`config.mk`:
```
export PLATFORM = sky130hd
export DESIGN_NAME = signed_int_to_float_conv
export DESIGN_NICKNAME = d
export VERILOG_FILES = /design/src/rtl/signed_int_to_float_conv.sv
export SDC_FILE = /design/constraint.sdc
export NUM_CORES = 1
export LEC_CHECK = 0
export ABC_AREA = 1
export BUFFER_PORTS_ARGS = -buffer_cell sky130_fd_sc_hd__buf_4
export CAP_MARGIN = 20
export CORE_ASPECT_RATIO = 0.9
export CORE_MARGIN = 1
export CORE_UTILIZATION = 57
export CTS_CLUSTER_SIZE = 16
export DETAILED_ROUTE_END_ITERATION = 6
export HOLD_SLACK_MARGIN = 0.15
export PLACE_DENSITY_LB_ADDON = 0.2
export SLEW_MARGIN = 15
export SYNTH_ARGS = -nofsm -noshare
export SYNTH_HDL_FRONTEND = slang
export SYNTH_SLANG_ARGS = --single-unit
```
`constraint.sdc`:
```
create_clock -name clk -period 0.8 [get_ports clk]
set_input_delay 0.08 -clock clk [delete_from_list [all_inputs] [get_ports clk]]
set_output_delay 0.08 -clock clk [all_outputs]
set_load 0.05 [all_outputs]
```
`src/rtl/signed_int_to_float_conv.sv`:
```
// 32-bit two's-complement integer to IEEE-754 single-precision converter.
// The conversion is combinational and round-to-nearest-even, and the output is registered (one cycle of latency).
module signed_int_to_float_conv (
  input  logic               clk,
  input  logic               rst_n,
  input  logic signed [31:0] signed_int_val,
  output logic        [31:0] FP_val
);

  logic        sign_d;
  logic [31:0] mag_d;
  logic [4:0]  lz_d;
  logic [31:0] norm_d;
  logic [7:0]  exp_d;
  logic [31:0] fp_d;
  logic [31:0] fp_q;

  // Leading-zero count. The all-zero case is masked by the caller.
  function automatic logic [4:0] lzc32(input logic [31:0] v);
    logic [5:0] n;
    logic       found;
    n     = 6'd0;
    found = 1'b0;
    for (int i = 31; i >= 0; i--) begin
      if (!found) begin
        if (v[i]) found = 1'b1;
        else      n = n + 6'd1;
      end
    end
    return n[4:0];
  endfunction

  // RNE on a normalised magnitude (hidden 1 at bit 31). Returns {exp, mant}.
  // A mantissa carry-out bumps the exponent and leaves the mantissa at zero.
  function automatic logic [30:0] rne_pack(input logic [31:0] norm,
                                           input logic [7:0]  exp_in);
    logic [22:0] mant;
    logic        guard;
    logic        sticky;
    logic        inc;
    logic [23:0] sum;
    mant   = norm[30:8];
    guard  = norm[7];
    sticky = |norm[6:0];
    inc    = guard & (sticky | mant[0]);
    sum    = {1'b0, mant} + {23'd0, inc};
    if (sum[23]) return {exp_in + 8'd1, 23'd0};
    else         return {exp_in, sum[22:0]};
  endfunction

  always_comb begin
    sign_d = signed_int_val[31];
    mag_d  = sign_d ? $unsigned(-signed_int_val) : $unsigned(signed_int_val);
    lz_d   = lzc32(mag_d);
    norm_d = mag_d << lz_d;
    exp_d  = 8'd158 - {3'b000, lz_d};
    fp_d   = 32'h0000_0000;
    if (mag_d != 32'd0) fp_d = {sign_d, rne_pack(norm_d, exp_d)};
  end

  // Output register stage.
  always_ff @(posedge clk or negedge rst_n) begin
    if (!rst_n) fp_q <= 32'h0000_0000;
    else        fp_q <= fp_d;
  end

  assign FP_val = fp_q;

endmodule

```
==> results of run 1 <==
[metrics by stage]
| step | std cells | utilization (%) | hold WS [ns] | cell area, µm² |
|---|---|---|---|---|
| global placement | 2070 | 87.8 | 0.0154 | 11800 |
| floorplan | 1455 | - | -0.216 | 8190 |
| detailed placement | 2070 | 87.8 | 0.0304 | 11800 |
[cell families after synthesis]
group,after synthesis,share of synthesized area [%]
AOI/OAI and AO/OA,163,11.5
xor gates and xnor gates,37,4.57
DFF,32,10.1
adders and majority gates,31,4.90
buffers and inverters,258,13.3
and+or+nand+nor,934,55.7
==> impl_metrics.py, run 1 <==
metrics = {
    "outcome": {
        "status": "did not finish",
        "haltStage": "clock tree synthesis",
        "flow.first_error": "[ERROR DPL-0038] Utilization greater than 100%, impossible to legalize",
    },
    "clocking": {
        "tritoncts_num_sinks": 32,
        "tritoncts.num_buffers": 5,
        "clk_root_buffer_cell": "sky130_fd_sc_hd__clkbuf_16",
        "cts_hold_buffers": 1,
        "cts_repair_resize_count": 235,
        "ctsLongestPathBuffers": 2,
        "post-cts-setup-buffer-count": 79,
        "cts_htree_levels": 2,
    },
    "synthesis": {
        "syn-instance-count": 1455,
        "post_syn_area_mm2": 0.00792,
        "synth.yosys.seq_area_share_pct": 10.1,
        "postSynthNetCount": 1520,
        "avgSynthCellArea_um2": 5.44,
        "yosys-top-cells-area": "sky130_fd_sc_hd__nand2_1 (22%), sky130_fd_sc_hd__dfrtp_1 (10%), sky130_fd_sc_hd__nand3_1 (9.4%), sky130_fd_sc_hd__inv_1 (9.2%), sky130_fd_sc_hd__nor2_1 (7.8%)",
        "post-synth-top-count-cell": "sky130_fd_sc_hd__nand2_1",
        "post-synth-top-area-fraction_pct": 22.1,
        "synth_warnings": 0,
        "postSynthRegisterBits": 32,
        "async_flop_share_pct": 100,
        "synth_flop_cell": "sky130_fd_sc_hd__dfrtp_1",
        "synth.largest_area_cell": "sky130_fd_sc_hd__nand2_1",
        "synthDistinctLibCells": 52,
        "synth_edf_count": 0,
        "post_synth_most_frequent_cells": "sky130_fd_sc_hd__nand2_1 (467), sky130_fd_sc_hd__inv_1 (194), sky130_fd_sc_hd__nor2_1 (164), sky130_fd_sc_hd__nand3_1 (148), sky130_fd_sc_hd__o21ai_0 (55)",
    },
    "placement": {
        "post-place-ws_ns": -13.48,
        "port_buffers": 65,
        "finalWeightedCongestion": 0.975,
        "hpwlAfterDp_um": 26500,
    },
    "die": {
        "initial_core_util_pct": 58.8,
        "chipWidth_um": 126,
        "io-pin-count": 66,
        "num_rows": 40,
        "die_height_um": 114,
    },
}
==> run 2: changes to the inputs <==
- CORE_ASPECT_RATIO: 0.9 -> default
- CORE_UTILIZATION: 57 -> 40
- CTS_CLUSTER_SIZE: 16 -> default
- HOLD_SLACK_MARGIN: 0.15 -> default
- PLACE_DENSITY_LB_ADDON: 0.2 -> 0.15
- clock period: 0.8 -> 1.04 ns (I/O delays scaled with it)
==> run 2 against run 1 <==
The flow now finishes, with violations (setup timing). Synthesized cell count did not move. Synthesized area unchanged.
==> impl_metrics.py, run 2 <==
metrics = {
    "outcome": {
        "status": "complete, but fails checks",
        "violations_in_the_final_reports": "setup timing",
    },
    "critical_path": {
        "cp_max_fo": 8,
        "slowest_delay_ns": 0.31,
        "cp_common_cell": "sky130_fd_sc_hd__nand2_2",
        "cp_data_arrival_time_ns": 13.74,
        "critical_path.startpoint_type": "primary input",
        "path_class": "primary input to flip-flop",
        "worst_path_max_delay_cell": "sky130_fd_sc_hd__ha_1",
        "required_ns": 1.19,
        "cp-end-kind": "flip-flop",
    },
    "route": {
        "routed_wirelength_um": 36700,
        "vias_per_cell": 5.23,
        "drc": 0,
        "postRouteAntennaNets": 0,
        "drt_pass1_iterations": 6,
        "drt_first_iter_violations": 857,
        "wl_per_cell_um": 15.7,
        "detailroute.via_count": 12200,
    },
    "flow_run": {
        "maxCapViolCount": 0,
    },
    "global_route": {
        "largest_net_degree_at_the_start_of_global_routing": 33,
        "antenna_found_initial": 0,
        "grt_pass1_vias": 11200,
        "grt.overflow.total": 0,
        "grt_first_pass_wirelength_um": 50800,
        "globalRouteTotalUtil_pct": 30.6,
    },
    "cells_and_area": {
        "antennaDiodeCount": 0,
        "largest_reg_flops": 32,
        "post_layout_nonfiller_instances": 2340,
        "final_core_util_pct": 78.7,
        "final_net_count": 2139,
        "post_route_cells_drive_above_1_share_pct": 54.8,
        "commonest_cells_after_routing_fill_and_taps_aside": "sky130_fd_sc_hd__buf_4 (587), sky130_fd_sc_hd__nand2_1 (329), sky130_fd_sc_hd__inv_1 (170)",
        "layout_commonest_cell": "sky130_fd_sc_hd__buf_4",
        "post-route-cell-area_mm2": 0.0153,
        "number_of_filler_instances_in_the_final_layout": 1359,
        "layout-area-overhead-vs-synth_pct": 93.5,
    },
    "timing": {
        "ratio_of_final_minimum_period_to_clock_period_pct": 1310,
        "timing.fmax_mhz": 73.6,
        "grt_setup_unrepaired": "true",
        "final-hold-violation-count": 0,
        "max_slew.worst_pin.slew_ns": 0.573,
        "layout_min_cycle_time_ns": 13.59,
        "fin_hold_ws_ns": 0.306,
        "fin_tns_setup_ns": -383.95,
        "slew_headroom_pct": 61.7,
        "timing.final.max_slew_violations": 0,
        "setup_viol_count_final": 33,
        "finalWorstSetupSlack_ns": -12.55,
    },
    "synthesis": {
        "synth_warnings": 0,
        "postSynthRegisterBits": 32,
        "synth.largest_area_cell": "sky130_fd_sc_hd__nand2_1",
        "avgSynthCellArea_um2": 5.44,
        "synth_top_family_by_area": "simple AND/OR/NAND/NOR gates",
        "post_synth_most_frequent_cells": "sky130_fd_sc_hd__nand2_1 (467), sky130_fd_sc_hd__inv_1 (194), sky130_fd_sc_hd__nor2_1 (164), sky130_fd_sc_hd__nand3_1 (148), sky130_fd_sc_hd__o21ai_0 (55)",
        "synth.yosys.seq_area_share_pct": 10.1,
        "post-synth-top-count-cell": "sky130_fd_sc_hd__nand2_1",
        "post_synth_xor_area_fraction_pct": 4.57,
        "synth_compound_area_share_pct": 11.5,
        "synth-simple-area-share_pct": 55.7,
        "async_flop_share_pct": 100,
        "post-synth-top-area-fraction_pct": 22.1,
        "synthMuxAreaShare_pct": 0,
        "yosys-top-cells-area": "sky130_fd_sc_hd__nand2_1 (22%), sky130_fd_sc_hd__dfrtp_1 (10%), sky130_fd_sc_hd__nand3_1 (9.4%), sky130_fd_sc_hd__inv_1 (9.2%), sky130_fd_sc_hd__nor2_1 (7.8%)",
        "synthAdderAreaFrac_pct": 4.90,
        "postSynthNetCount": 1520,
        "synth_edf_count": 0,
        "syn-instance-count": 1455,
        "post_syn_area_mm2": 0.00792,
        "synthDistinctLibCells": 52,
        "synth_flop_cell": "sky130_fd_sc_hd__dfrtp_1",
    },
    "clocking": {
        "tritoncts_num_sinks": 32,
        "clk_root_buffer_cell": "sky130_fd_sc_hd__clkbuf_16",
        "tritoncts.num_buffers": 5,
        "path_clk_slew_ns": 0.06,
        "ctsLongestPathBuffers": 2,
        "cts_htree_levels": 2,
        "tritoncts": "built",
    },
    "power_and_ir_drop": {
        "sequentialPowerShare_pct": 11.0,
        "net_switching_share_of_the_total_power_pct": 48.2,
        "power.density_cell_area_mw_per_mm2": 1020,
        "cellLeakagePower_nw": 8.07,
        "power_switching_mw": 7.55,
        "max_rail_drop_vdd_mv": 0.907,
        "combinationalPowerShare_pct": 78.2,
        "cellInternalPower_mw": 8.13,
        "power.clock.fraction_pct": 10.8,
    },
    "hold_path": {
        "timing.hold.worst.class": "primary input to asynchronous set/reset pin",
    },
    "placement": {
        "dpl_cell_area_mm2": 0.0121,
        "hpwlAfterDp_um": 22700,
        "finalWeightedCongestion": 0.934,
        "port_buffers": 65,
        "placedCellCount": 2186,
    },
    "die": {
        "coreArea_mm2": 0.0195,
        "die_height_um": 143,
        "num_rows": 51,
        "die_footprint_mm2": 0.0204,
        "chipWidth_um": 143,
        "initial_core_util_pct": 40.7,
        "io-pin-count": 66,
    },
}
run 2: cell counts after synthesis:
Identical to the previous run, type by type.
run 2: per-layer routing:
layer	vias to the layer above	routed length [µm]	GRT usage (%)
met3	190	2270	2.41
met2	522	18400	57.0
met4	0	1900	13.6
met1	5625	14200	35.5
li1	5909	-	-
met5	-	0	0
run 2: timing repair:
item                                   in CTS  in global routing
pin swaps                                  79                220
cloned                                      2                  4
hold buffers                                1                  0
setup endpoints to repair                  32                 32
endpoints found under the hold margin      32                  0
gates resized for setup                   101                396
setup buffers                              93                 55
run 2: power groups by stage:
stage | Sequential [mW] | Clock (mW) | Combinational [mW]
floorplan | 2.84 | 0 | 3.80
finish | 1.73 | 1.70 | 12.3
global route | 1.75 | 1.72 | 13.0
CTS | 1.66 | 1.62 | 10.1
detailed placement | 1.68 | 0 | 8.85
global placement | 1.66 | 0 | 8.77
run 2: worst paths after layout:
check / cells past startpoint / startpoint / slack [ns] / endpoint
max: 107 / signed_int_val[0] / -12.55 / FP_val[21]
min: 2 / rst_n / 0.31 / FP_val[23]
max in group asynchronous: 2 / rst_n / 0.44 / FP_val[21]
min in group clk: 5 / signed_int_val[31] / 0.42 / FP_val[31]
run 2: layout make-up:
| class | instances | area, µm² | area share, % |
|---|---|---|---|
| Tap cell | 265 | 332 | 2.16 |
| Clock buffer | 6 | 129 | 0.841 |
| Timing Repair Buffer | 635 | 5030 | 32.8 |
| Inverter | 232 | 956 | 6.24 |
| Sequential cell | 32 | 801 | 5.23 |
| Multi-Input combinational cell | 1168 | 8040 | 52.5 |
| Clock inverter | 2 | 35.0 | 0.229 |
run 2: logic make-up after synthesis:
logic type                 count (synthesis)
AOI/OAI and AO/OA                        163
xor gates and xnor gates                  37
adders and majority gates                 31
buffers and inverters                    258
DFF                                       32
and+or+nand+nor                          934
run 2: critical path, delay by kind of cell:
kind                     cells  cell delay, ns
AO/OA/AOI/OAI               11            1.56
XOR/XNOR                     1            0.19
adder cells (fa/ha/maj)     16            3.93
buffers and inverters       18            1.57
AND/OR/NAND/NOR             61            6.35
run 2: per-stage QoR:
| step | power (mW) | setup WS (ns) |
|---|---|---|
| CTS | 13.3 | -12.02 |
| global placement | 10.4 | -12.34 |
| detailed placement | 10.5 | -12.69 |
| finish | 15.7 | -12.55 |
| floorplan | 6.64 | -11.60 |
| global route | 16.5 | -13.27 |
Note: power is estimated with default switching activity, not from simulation.
==> run 3: changes to the inputs <==
- clock period: 1.04 -> 17.4 ns (I/O delays scaled with it)
==> run 3 against run 2 <==
Clock-buffer cell count unchanged. Worst hold slack better by 1.1 ns. Critical endpoint is now FP_val[20]. Die area unchanged. Combinational power decreased by 97%. Global-route usage is 8.0 points lower. Non-clock buffer count down 559. Final area down 41%. Sequential cell count unchanged. First-iteration DRC count shrank 22%. The run now ends clean. Wire length down 38%.
==> impl_metrics.py, run 3 (synthesis results as in run 2) <==
metrics = {
    "outcome": {
        "status": "finished clean",
    },
    "route": {
        "postRouteAntennaNets": 0,
        "detailroute.via_count": 8924,
        "drt_pass1_iterations": 5,
        "wl_per_cell_um": 12.9,
        "drc": 0,
        "routed_wirelength_um": 22900,
        "drt_first_iter_violations": 665,
        "vias_per_cell": 5.02,
    },
    "die": {
        "die_footprint_mm2": 0.0204,
        "die_height_um": 143,
        "initial_core_util_pct": 40.7,
        "chipWidth_um": 143,
        "num_rows": 51,
        "coreArea_mm2": 0.0195,
        "io-pin-count": 66,
    },
    "timing": {
        "layout_min_cycle_time_ns": 16.15,
        "ratio_of_final_minimum_period_to_clock_period_pct": 92.8,
        "slew_headroom_pct": 36.2,
        "timing.final.max_slew_violations": 0,
        "finalWorstSetupSlack_ns": 1.25,
        "timing.fmax_mhz": 61.9,
        "final-hold-violation-count": 0,
        "fin_hold_ws_ns": 1.38,
        "setup_viol_count_final": 0,
        "max_slew.worst_pin.slew_ns": 0.950,
    },
    "cells_and_area": {
        "antennaDiodeCount": 0,
        "multi_input_area_mm2": 0.00626,
        "post_route_cells_drive_above_1_share_pct": 16.3,
        "final_core_util_pct": 46.6,
        "post-route-cell-area_mm2": 0.00906,
        "layout_commonest_cell": "sky130_fd_sc_hd__nand2_1",
        "layout-area-overhead-vs-synth_pct": 14.4,
        "final_net_count": 1578,
        "layout.area.seq_um2": 801,
        "commonest_cells_after_routing_fill_and_taps_aside": "sky130_fd_sc_hd__nand2_1 (461), sky130_fd_sc_hd__inv_1 (194), sky130_fd_sc_hd__nor2_1 (159)",
        "largest_reg_flops": 32,
        "number_of_filler_instances_in_the_final_layout": 2102,
        "post_layout_nonfiller_instances": 1779,
    },
    "global_route": {
        "grt_first_pass_wirelength_um": 37600,
        "grt.overflow.total": 0,
        "grt_pass1_vias": 8090,
        "largest_net_degree_at_the_start_of_global_routing": 34,
        "globalRouteTotalUtil_pct": 22.6,
        "antenna_found_initial": 0,
    },
    "critical_path": {
        "worstSetupStartpoint": "signed_int_val[13]",
        "path_class": "primary input to flip-flop",
        "critPathTopFamily": "simple AND/OR/NAND/NOR gates",
        "worst_path_max_delay_cell": "sky130_fd_sc_hd__ha_1",
        "cp_max_fo": 12,
        "critical_path.startpoint_type": "primary input",
        "slowest_delay_ns": 0.33,
        "cp_common_cell": "sky130_fd_sc_hd__nand2_1",
        "bufs_and_invs_on_worst_path": 13,
        "required_ns": 17.55,
        "cp_data_arrival_time_ns": 16.30,
        "cp-end-kind": "flip-flop",
    },
    "clocking": {
        "clk_root_buffer_cell": "sky130_fd_sc_hd__clkbuf_16",
        "tritoncts.num_buffers": 5,
        "ctsLongestPathBuffers": 2,
        "cts_hold_buffers": 0,
        "cts_htree_levels": 2,
        "path_clk_slew_ns": 0.05,
        "tritoncts_num_sinks": 32,
        "tritoncts": "built",
    },
    "placement": {
        "post-place-ws_ns": 0.316,
        "dpl_cell_area_mm2": 0.00862,
        "hpwlAfterDp_um": 19000,
        "finalWeightedCongestion": 0.901,
        "placedCellCount": 1765,
        "port_buffers": 65,
    },
    "power_and_ir_drop": {
        "cellLeakagePower_nw": 4.82,
        "net_switching_share_of_the_total_power_pct": 52.7,
        "power.density_cell_area_mw_per_mm2": 66.1,
        "power.clock.fraction_pct": 16.0,
        "cellInternalPower_uw": 283,
        "combinationalPowerShare_pct": 67.6,
        "power_switching_uw": 315,
        "sequentialPowerShare_pct": 16.4,
        "max_rail_drop_vdd_mv": 0.0369,
    },
    "flow_run": {
        "maxCapViolCount": 0,
    },
    "hold_path": {
        "timing.hold.worst.class": "primary input to asynchronous set/reset pin",
    },
}
[run 3: through the flow]
step	total power [mW]	setup TNS, ns
detailed placement	0.483	0
CTS	0.581	0
finish	0.599	0
global placement	0.483	0
global route	0.650	-0.221
floorplan	0.384	0
[run 3: worst paths after layout]
| kind | endpoint | slack, ns | depth (start not counted) |
|---|---|---|---|
| hold / removal | FP_val[30] | 1.38 | 1 |
| min in group clk | FP_val[31] | 1.89 | 3 |
| max in group asynchronous | FP_val[4] | 15.74 | 1 |
| setup / recovery | FP_val[20] | 1.25 | 113 |
[run 3: cell type report]
class	count	share of cell area, %
Multi-Input combinational cell	1166	69.1
Inverter	232	10.1
Timing Repair Buffer	76	6.48
Sequential cell	32	8.84
Tap cell	265	3.66
Clock buffer	6	1.42
Clock inverter	2	0.387
[run 3: metal layers]
metal | wire length (µm) | global-route usage [%]
met5 | 0 | 0
met2 | 10600 | 39.2
met3 | 798 | 1.14
met1 | 11200 | 30.8
met4 | 306 | 4.64
[run 3: power groups by stage]
stage                     logic [mW]  clock network [mW]  registers [mW]
after floorplan                0.215                   0           0.170
after global placement         0.383                   0          0.0996
after detailed placement       0.384                   0          0.0997
after CTS                      0.385              0.0973          0.0985
after global routing           0.449               0.100          0.0999
final                          0.405              0.0957          0.0982
[run 3: repair_timing]
item	in CTS	in global routing
setup buffers	0	5
setup endpoints to repair	0	29
gates resized for setup	0	61
